File: config.mk
export PLATFORM = sky130hd
export DESIGN_NAME = mips_cpu_bus_core
export DESIGN_NICKNAME = d
export VERILOG_FILES = /design/src/rtl/mips_cpu_bus_core.sv
export SDC_FILE = /design/constraint.sdc
export NUM_CORES = 2
export LEC_CHECK = 0
export ABC_AREA = 1
export CORE_ASPECT_RATIO = 0.6
export CORE_UTILIZATION = 35
export DETAILED_ROUTE_END_ITERATION = 10
export PLACE_DENSITY_LB_ADDON = 0.2
export SYNTH_ARGS = -nofsm -noshare
export SYNTH_HDL_FRONTEND = slang
export SYNTH_SLANG_ARGS = --single-unit
File: constraint.sdc
create_clock -name clk -period 10.3 [get_ports clk]
set_input_delay 1.545 -clock clk [delete_from_list [all_inputs] [get_ports clk]]
set_output_delay 1.545 -clock clk [all_outputs]
set_load 0.02 [all_outputs]
File: src/rtl/mips_cpu_bus_core.sv
// mips_cpu_bus_core: multicycle (FETCH -> EXEC -> [MEM] -> FETCH) MIPS-I subset
// CPU with one Avalon-style master port shared by instruction fetch and data.
// The CPU halts when a jump target of 0 reaches the PC, after its delay slot.
//
// Ports:
//   clk          rising-edge system clock
//   reset        asynchronous active-low reset (0 = held in reset)
//   active       1 while running, 0 once halted
//   register_v0  live copy of GPR r2
//   address      bus byte address
//   read/write   bus strobes (never both high)
//   waitrequest  slave stall; bus outputs are held stable while high
//   writedata    store data
//   byteenable   lane enables, bit0 = bits 7:0
//   readdata     read data, taken when read=1 and waitrequest=0
//
// Optional build macro: MIPS_BYTE_ACCESS_EN adds lb/lbu/lh/lhu/sb/sh
// (undefined: those opcodes execute as NOP).
module mips_cpu_bus_core #(
   parameter logic [31:0] RESET_VECTOR = 32'hBFC00000
) (
   input  logic        clk,
   input  logic        reset,
   output logic        active,
   output logic [31:0] register_v0,
   output logic [31:0] address,
   output logic        write,
   output logic        read,
   input  logic        waitrequest,
   output logic [31:0] writedata,
   output logic [3:0]  byteenable,
   input  logic [31:0] readdata
);

   typedef enum logic [1:0] {S_FETCH, S_EXEC, S_MEM, S_HALT} state_t;

   state_t      state, state_nx;
   logic [31:0] pc, pc_nx, ir, tgt, ea, sdata;
   logic [3:0]  sbe;
   logic        pend;
   logic [31:0] regs [32];

   logic [5:0]  op, funct;
   logic [4:0]  rs, rt, rd, shamt;
   logic [31:0] rs_val, rt_val, sext, zext, pc4, ea_c;
   logic [31:0] alu_res, target, ld_data, st_data, bus_ea;
   logic [3:0]  st_be;
   logic [4:0]  alu_dst;
   logic        alu_wr, taken, is_ld, is_st;
   logic        wr_en;
   logic [4:0]  wr_idx;
   logic [31:0] wr_data;

   assign op     = ir[31:26];
   assign rs     = ir[25:21];
   assign rt     = ir[20:16];
   assign rd     = ir[15:11];
   assign shamt  = ir[10:6];
   assign funct  = ir[5:0];
   assign rs_val = regs[rs];
   assign rt_val = regs[rt];
   assign sext   = {{16{ir[15]}}, ir[15:0]};
   assign zext   = {16'h0000, ir[15:0]};
   assign pc4    = pc + 32'd4;
   assign ea_c   = rs_val + sext;

   // Decode / ALU; ir stays valid through MEM so is_ld/is_st hold there too.
   always_comb begin
      alu_res = '0;
      alu_dst = rt;
      alu_wr  = 1'b0;
      taken   = 1'b0;
      target  = '0;
      is_ld   = 1'b0;
      is_st   = 1'b0;
      case (op)
         6'h00: begin
            alu_dst = rd;
            alu_wr  = 1'b1;
            case (funct)
               6'h00: alu_res = rt_val << shamt;
               6'h02: alu_res = rt_val >> shamt;
               6'h03: alu_res = $signed(rt_val) >>> shamt;
               6'h08: begin alu_wr = 1'b0; taken = 1'b1; target = rs_val; end
               6'h21: alu_res = rs_val + rt_val;
               6'h23: alu_res = rs_val - rt_val;
               6'h24: alu_res = rs_val & rt_val;
               6'h25: alu_res = rs_val | rt_val;
               6'h26: alu_res = rs_val ^ rt_val;
               6'h2A: alu_res = {31'b0, $signed(rs_val) < $signed(rt_val)};
               6'h2B: alu_res = {31'b0, rs_val < rt_val};
               default: alu_wr = 1'b0;
            endcase
         end
         6'h02: begin taken = 1'b1; target = {pc4[31:28], ir[25:0], 2'b00}; end
         6'h03: begin
            taken   = 1'b1;
            target  = {pc4[31:28], ir[25:0], 2'b00};
            alu_wr  = 1'b1;
            alu_dst = 5'd31;
            alu_res = pc + 32'd8;
         end
         6'h04: begin taken = (rs_val == rt_val); target = pc4 + {sext[29:0], 2'b00}; end
         6'h05: begin taken = (rs_val != rt_val); target = pc4 + {sext[29:0], 2'b00}; end
         6'h09: begin alu_wr = 1'b1; alu_res = rs_val + sext; end
         6'h0A: begin alu_wr = 1'b1; alu_res = {31'b0, $signed(rs_val) < $signed(sext)}; end
         6'h0B: begin alu_wr = 1'b1; alu_res = {31'b0, rs_val < sext}; end
         6'h0C: begin alu_wr = 1'b1; alu_res = rs_val & zext; end
         6'h0D: begin alu_wr = 1'b1; alu_res = rs_val | zext; end
         6'h0E: begin alu_wr = 1'b1; alu_res = rs_val ^ zext; end
         6'h0F: begin alu_wr = 1'b1; alu_res = {ir[15:0], 16'h0000}; end
         6'h23: is_ld = 1'b1;
         6'h2B: is_st = 1'b1;
`ifdef MIPS_BYTE_ACCESS_EN
         6'h20, 6'h21, 6'h24, 6'h25: is_ld = 1'b1;
         6'h28, 6'h29:               is_st = 1'b1;
`endif
         default: ;
      endcase
   end

   // Lane selection for loads and store data/enables
`ifdef MIPS_BYTE_ACCESS_EN
   logic [7:0]  ld_byte;
   logic [15:0] ld_half;
   always_comb begin
      case (ea[1:0])
         2'd0:    ld_byte = readdata[7:0];
         2'd1:    ld_byte = readdata[15:8];
         2'd2:    ld_byte = readdata[23:16];
         default: ld_byte = readdata[31:24];
      endcase
      ld_half = ea[1] ? readdata[31:16] : readdata[15:0];
      case (op)
         6'h20:   ld_data = {{24{ld_byte[7]}}, ld_byte};
         6'h24:   ld_data = {24'h000000, ld_byte};
         6'h21:   ld_data = {{16{ld_half[15]}}, ld_half};
         6'h25:   ld_data = {16'h0000, ld_half};
         default: ld_data = readdata;
      endcase
      st_data = rt_val;
      st_be   = '1;
      case (op)
         6'h28: begin st_data = {4{rt_val[7:0]}};  st_be = 4'b0001 << ea_c[1:0]; end
         6'h29: begin st_data = {2{rt_val[15:0]}}; st_be = ea_c[1] ? 4'b1100 : 4'b0011; end
         default: ;
      endcase
   end
   assign bus_ea = {ea[31:2], 2'b00};
`else
   assign ld_data = readdata;
   assign st_data = rt_val;
   assign st_be   = '1;
   assign bus_ea  = ea;
`endif

   // Delay slot: a taken branch outside a slot arms pend/tgt; the slot then
   // moves to tgt. A taken branch inside a slot overrides the pending target.
   always_comb begin
      if (taken && pend) pc_nx = target;
      else if (pend)     pc_nx = tgt;
      else               pc_nx = pc4;
   end

   always_comb begin
      state_nx = state;
      case (state)
         S_FETCH: if (!waitrequest) state_nx = S_EXEC;
         S_EXEC: begin
            if (is_ld || is_st)     state_nx = S_MEM;
            else if (pc_nx == '0)   state_nx = S_HALT;
            else                    state_nx = S_FETCH;
         end
         S_MEM: if (!waitrequest) state_nx = (pc == '0) ? S_HALT : S_FETCH;
         default: state_nx = S_HALT;
      endcase
   end

   always_comb begin
      wr_en   = 1'b0;
      wr_idx  = '0;
      wr_data = '0;
      if (state == S_EXEC && alu_wr) begin
         wr_en = 1'b1; wr_idx = alu_dst; wr_data = alu_res;
      end else if (state == S_MEM && is_ld && !waitrequest) begin
         wr_en = 1'b1; wr_idx = rt; wr_data = ld_data;
      end
   end

   // Strobes are gated by reset so an access drops the moment reset asserts.
   assign read        = reset && (state == S_FETCH || (state == S_MEM && is_ld));
   assign write       = reset && state == S_MEM && is_st;
   assign address     = (state == S_MEM) ? bus_ea : pc;
   assign byteenable  = (state == S_MEM && is_st) ? sbe : 4'b1111;
   assign writedata   = sdata;
   assign active      = (state != S_HALT);
   assign register_v0 = regs[2];

   always_ff @(posedge clk or negedge reset) begin
      if (!reset) begin
         state <= S_FETCH;
         pc    <= RESET_VECTOR;
         ir    <= '0;
         tgt   <= '0;
         pend  <= 1'b0;
         ea    <= '0;
         sdata <= '0;
         sbe   <= '1;
      end else begin
         state <= state_nx;
         if (state == S_FETCH && !waitrequest) ir <= readdata;
         if (state == S_EXEC) begin
            pc    <= pc_nx;
            pend  <= taken && !pend;
            if (taken && !pend) tgt <= target;
            ea    <= ea_c;
            sdata <= st_data;
            sbe   <= st_be;
         end
      end
   end

   always_ff @(posedge clk or negedge reset) begin
      if (!reset) begin
         for (int unsigned i = 0; i < 32; i++) regs[i] <= '0;
      end else if (wr_en && wr_idx != 5'd0) begin
         regs[wr_idx] <= wr_data;
      end
   end

endmodule

# Word level (Yosys, flattened, before mapping)
# Index checks and enable logic that the tools add are counted.
# totals
register_bits,1187
in_bits,35
out_inout_bits,103
wordCells,157
# op_classes
add_sub_neg,6
magnitude_cmp,8
n_eq_ne,30
shifts,3
mux,35
bitwise_logic,9
n_reduce_logical,27
# op_table
op,count
$bwmux W1024,1
$mux W32,11
$bmux W32 S5,2
$pmux W32 S10,1
$pmux W32 S9,1
$demux W32 S5,1
$add A32 B32 Y32,3
$lt A32 B32 Y1,3
$pmux W32 S3,1
$logic_not A32 Y1,2
$eq A6 B6 Y1 const B,9
$eq A6 B4 Y1 const B,8
$add A32 B3 Y32 const B,1
$add A32 B4 Y32 const B,1
$and A32 B16 Y32,1
$and A32 B32 Y32,1
$eq A32 B32 Y1,1
$lt A32 B16 Y1,1
$ne A32 B32 Y1,1
$or A32 B16 Y32,1
$or A32 B32 Y32,1
$shl A32 B5 Y32,1
$shr A32 B5 Y32,1
$sshr A32 B5 Y32,1
28 further kinds,63

# Depth between registers and ports, before layout
# depth
word_depth,12
depth_mapped,36
mapped_depth_nobuf,32

# Worst setup path after synthesis
# OpenSTA, ideal clock, no wires.
# synth_path
kind,reg2reg
from,register ir[21]
to,register regs[113] (netlist bit)
setup_time_ns,0.117
arrival_ns,4.272
t_required_ns,10.183
setup_slack_ns,5.911
path_stages_with_launch,28
path_buffers,4
period_less_slack_ns,4.389
cell_sequence,dfrtp_1 -> inv_1 -> buf_2 -> clkbuf_1 -> clkbuf_1 -> nor2_1 -> o22ai_1 -> nor2_1 -> o211ai_1 -> nand2_1 -> ha_1 -> a21oi_1 -> o21ai_0 -> a21oi_1 -> o21ai_0 -> a21oi_1 -> o21ai_0 -> nand2_1 -> nand2_1 -> xor2_1 -> nor2_1 -> nor3_1 -> nand2_1 -> nand2_1 -> nand2_1 -> buf_2 -> nand2_1 -> nand2_1
# synth_between
elab_chain_len,9
word_cells_on_any_way,17
classes_between,add/sub: 3; mux: 7; bitwise: 7
# synth_lines
item,line_no,source
from (decl),38,"logic [31:0] pc, pc_nx, ir, tgt, ea, sdata;"
from (signal assigned),211,if (state == S_FETCH && !waitrequest) ir <= readdata;
$not A5 Y6 (implied by the code) *,60,assign rs_val = regs[rs];
$bmux W32 S5 *,60,
$mux W32 (implied by the code) * (2 in a row),60,
$sub A32 B32 Y32 (tied with other cells),86,6'h23: alu_res = rs_val - rt_val;
$pmux W32 S10,80,case (funct)
$pmux W32 S9 *,76,case (op)
$mux W32 *,183,if (state == S_EXEC && alu_wr) begin
$bwmux W1024 *,227,regs[wr_idx] <= wr_data;
"to (signal, indexed assignment)",227,
to (decl),41,logic [31:0] regs [32];
# Mark *: on every way between the ends. The rest lies on a longest branch, timed or not. The select of a mux whose other input is x is not followed.
# A chain may end at the register's enable or synchronous reset.

# Final worst setup path
# layout_path
from,register ir[21]
to,register regs[816] (netlist bit)
# The elaborated chain is that of the path after synthesis.

==> reports/metrics.yaml <==
outcome:
  status: "finished, violations left"
  violations: "design-rule violations"
floorplanning:
  fp-row-count: 137
  core_mm2: 0.233
  initial_utilization_pct: 35.3
  die_area_mm2: 0.237
  dieHeight_um: 377
  ioPinCount: 138
  dieWidth_um: 627
power:
  powerDensity_mw_per_mm2: 385
  vdd_drop_max_v: 0.000262
  leakagePower_nw: 44.8
clock_tree:
  path_clk_slew_ps: 70
  holdBufCountCts: 0
  cts_tree: "yes"
  clockRootBuffer: "clkbuf_16"
  clock_sink_count: 1187
  cts_buffer_depth: 4
  post_cts_resized: 0
  cts-htree-levels: 4
  clock_latency_ps: 860
  cts_inserted_buffers: 143
  postCtsSetupBuffers: 0
grt:
  grt_pass1_wl_mm: 668
  antenna_found_initial: 27
  grtUsageTotal_pct: 39.6
  grt_overflow_total: 0
  grt_max_degree: 176
  grt_pass1_vias: 83965
synthesis:
  syn-cell-area_mm2: 0.0821
  synth_largest_area_cell: "dfrtp_1"
  synth.top_cells.by_area: "dfrtp_1 (36%), nand2_1 (25%), nand3_1 (9.4%)"
  synth_top_area_share_pct: 35.9
  synthFlopType: "dfrtp_1"
  syn_area_per_cell_um2: 6.44
  async_flop_share_pct: 100
  seq_area_frac_synth_pct: 36.2
  synth_seq_cells: 1187
  synth_edf_count: 0
  synthCells: 12749
  ys_top_cells_by_count: "nand2_1 (5534), nand3_1 (1538), dfrtp_1 (1178), nor2_1 (905), o21ai_0 (793)"
  yosys_warnings: 0
  post_synth_num_cell_types: 62
  synthMostInstantiatedCell: "nand2_1"
cells_and_area:
  final_util_pct: 38.7
  area_delta_synth_final_pct: 9.71
  drive_gt1_share_pct: 5.20
  nets: 12600
  fin_cells: 15579
  fill_cells: 24691
critical_path:
  crit_path_cell_trace: "inv_8 -> buf_4 -> o21ai_0 -> o211ai_1 -> nand3_1 -> nand3_1 -> nand2_1 -> ha_1 -> inv_1 -> a21oi_1 -> a21boi_0 -> o21ai_0 -> a21oi_1 -> a21oi_1 -> nor3_1 -> nand3_1 -> nand2_1 -> nand2_1 -> nand2_1 -> o21ai_2 -> buf_4 -> nand2_1 -> nand2_1"
  crit_required_ps: 11010
  cp_max_fo: 112
  worst-path-buf-inv: 4
  arrival_ps: 9810
  max_stage_delay_ps: 920
  worstSetupStartpointType: "flip-flop"
  timing.critical_path.mode_cell: "nand2_1"
  path_class: "flip-flop to flip-flop"
  cp_slowest_cell: "nor3_1"
  endpoint_kind: "flip-flop"
  critPathTopFamily: "simple AND/OR/NAND/NOR gates"
routing:
  drtIter0Drc: 15517
  drt-wirelength-per-cell_um: 30.9
  post_drt_via_cell_ratio: 5.99
  first_pass_iters: 11
  drc: 9
  ant_nets: 0
  wirelength_mm: 482
  vias: 93244
flow_run:
  drv_cap: 0
timing:
  hold_viol_final: 0
  min_period_over_period_pct: 88.3
  rsz0062_at_grt: "false"
  max_slew_margin_pct: 17.7
  finalSetupViolations: 0
  final-max-slew-violation-count: 0
  worst_slew_pin_slew_ps: 1230
  max_freq_mhz: 110
  clock_skew_ps: 78.9
  fin_crit_ps: 9100
  finalSetupTns_ps: 0
place:
  portBuffers: 133
  place_inst: 15316
  hpwl_mm: 329
  place_congestion: 1.02
min_path:
  hp-class: "flip-flop to flip-flop"
-- cell type report --
type,count,area (um2),share of cell area [%]
Antenna cell,16,40.0,0.0445
Clock buffer,213,4130,4.59
Timing Repair Buffer,401,3620,4.02
Tap cell,3127,3910,4.34
Sequential cell,1187,29700,33.0
Inverter,509,1950,2.17
Multi-Input combinational cell,10093,46300,51.4
Clock inverter,33,358,0.397
-- logic make-up (layout without fill, tap and decap cells) --
family / Yosys count / in the layout / synth area share [%]
and+or+nand+nor: 8194 / 8194 / 40.4
AOI/OAI and AO/OA: 1609 / 1609 / 11.6
other: 1 / 20 / 0.00457
DFF: 1187 / 1187 / 36.2
muxes: 1 / 1 / 0.0137
xor gates and xnor gates: 55 / 55 / 0.587
buffers and inverters: 1472 / 1156 / 7.68
adders and majority gates: 230 / 230 / 3.54
-- stage by stage --
step                      total power [mW]  hold slack [ps]  area [um2]  worst slack (ps)
after floorplan                       17.8              442       82100              5910
after global placement                28.3              386       85500              1870
after detailed placement              28.1              390       85500              1790
after CTS                             33.3              404       90000              1760
after global routing                  35.7              410       90000              1020
final                                 34.7              403       90100              1200
-- worst register-to-register path: stages, from the launching register on --
cell	delay, ps
dfrtp_4	750
inv_8	600
buf_4	710
o21ai_0	240
o211ai_1	260
nand3_1	150
nand3_1	400
nand2_1	690
ha_1	790
inv_1	140
a21oi_1	420
a21boi_0	330
o21ai_0	290
a21oi_1	680
a21oi_1	160
nor3_1	920
nand3_1	480
nand2_1	160
nand2_1	60
nand2_1	100
o21ai_2	80
buf_4	270
nand2_1	250
nand2_1	60
-- path summary, 6_finish.rpt --
kind / endpoint / slack (ps) / cells after the start / startpoint
setup / recovery: regs[816]$_DFFE_PN0P_ / 1200 / 23 / ir[21]$_DFFE_PN0P_
max in group asynchronous: regs[445]$_DFFE_PN0P_ / 6080 / 5 / reset
min in group asynchronous: regs[975]$_DFFE_PN0P_ / 570 / 1 / reset
setup reg to reg: regs[816]$_DFFE_PN0P_ / 1200 / 23 / ir[21]$_DFFE_PN0P_
hold reg to reg: regs[1007]$_DFFE_PN0P_ / 400 / 0 / regs[1007]$_DFFE_PN0P_
hold / removal: regs[1007]$_DFFE_PN0P_ / 400 / 0 / regs[1007]$_DFFE_PN0P_
-- layer usage --
| layer | track usage (%) | wire length (um) | up-vias |
|---|---|---|---|
| li1 | - | - | 40454 |
| met1 | 61.0 | 221000 | 45225 |
| met2 | 48.4 | 172000 | 6631 |
| met3 | 15.0 | 70800 | 906 |
| met4 | 13.1 | 18100 | 28 |
| met5 | 0.531 | 526 | - |
-- sequential cells by signal, indices dropped and copies added, names as in the netlist --
register     count
register_v0     32
pend             1
pc              32
bus_ea          32
writedata       32
ir              32
state            2
regs           992
tgt             32
-- where the power goes --
part           switching, mW  internal (mW)  leakage [nW]
clock                   2.31           2.91          2.19
sequential             0.548           4.95          16.2
combinational           18.6           5.40          26.5
total                   21.4           13.3          44.8
-- layout by cell type (no fill, tap or decap), drive strengths merged, types with 54 or more instances in the layout --
master / count
dfrtp: 1178
buf: 269
ha: 226
nor3: 85
nand3: 1538
nand2: 5539
clkdlybuf4s50: 132
nor2: 935
clkbuf: 213
o21ai: 807
inv: 504
a21oi: 329
xor2: 54
o22ai: 65
o221ai: 224
Power figures use the tool's default switching activity.
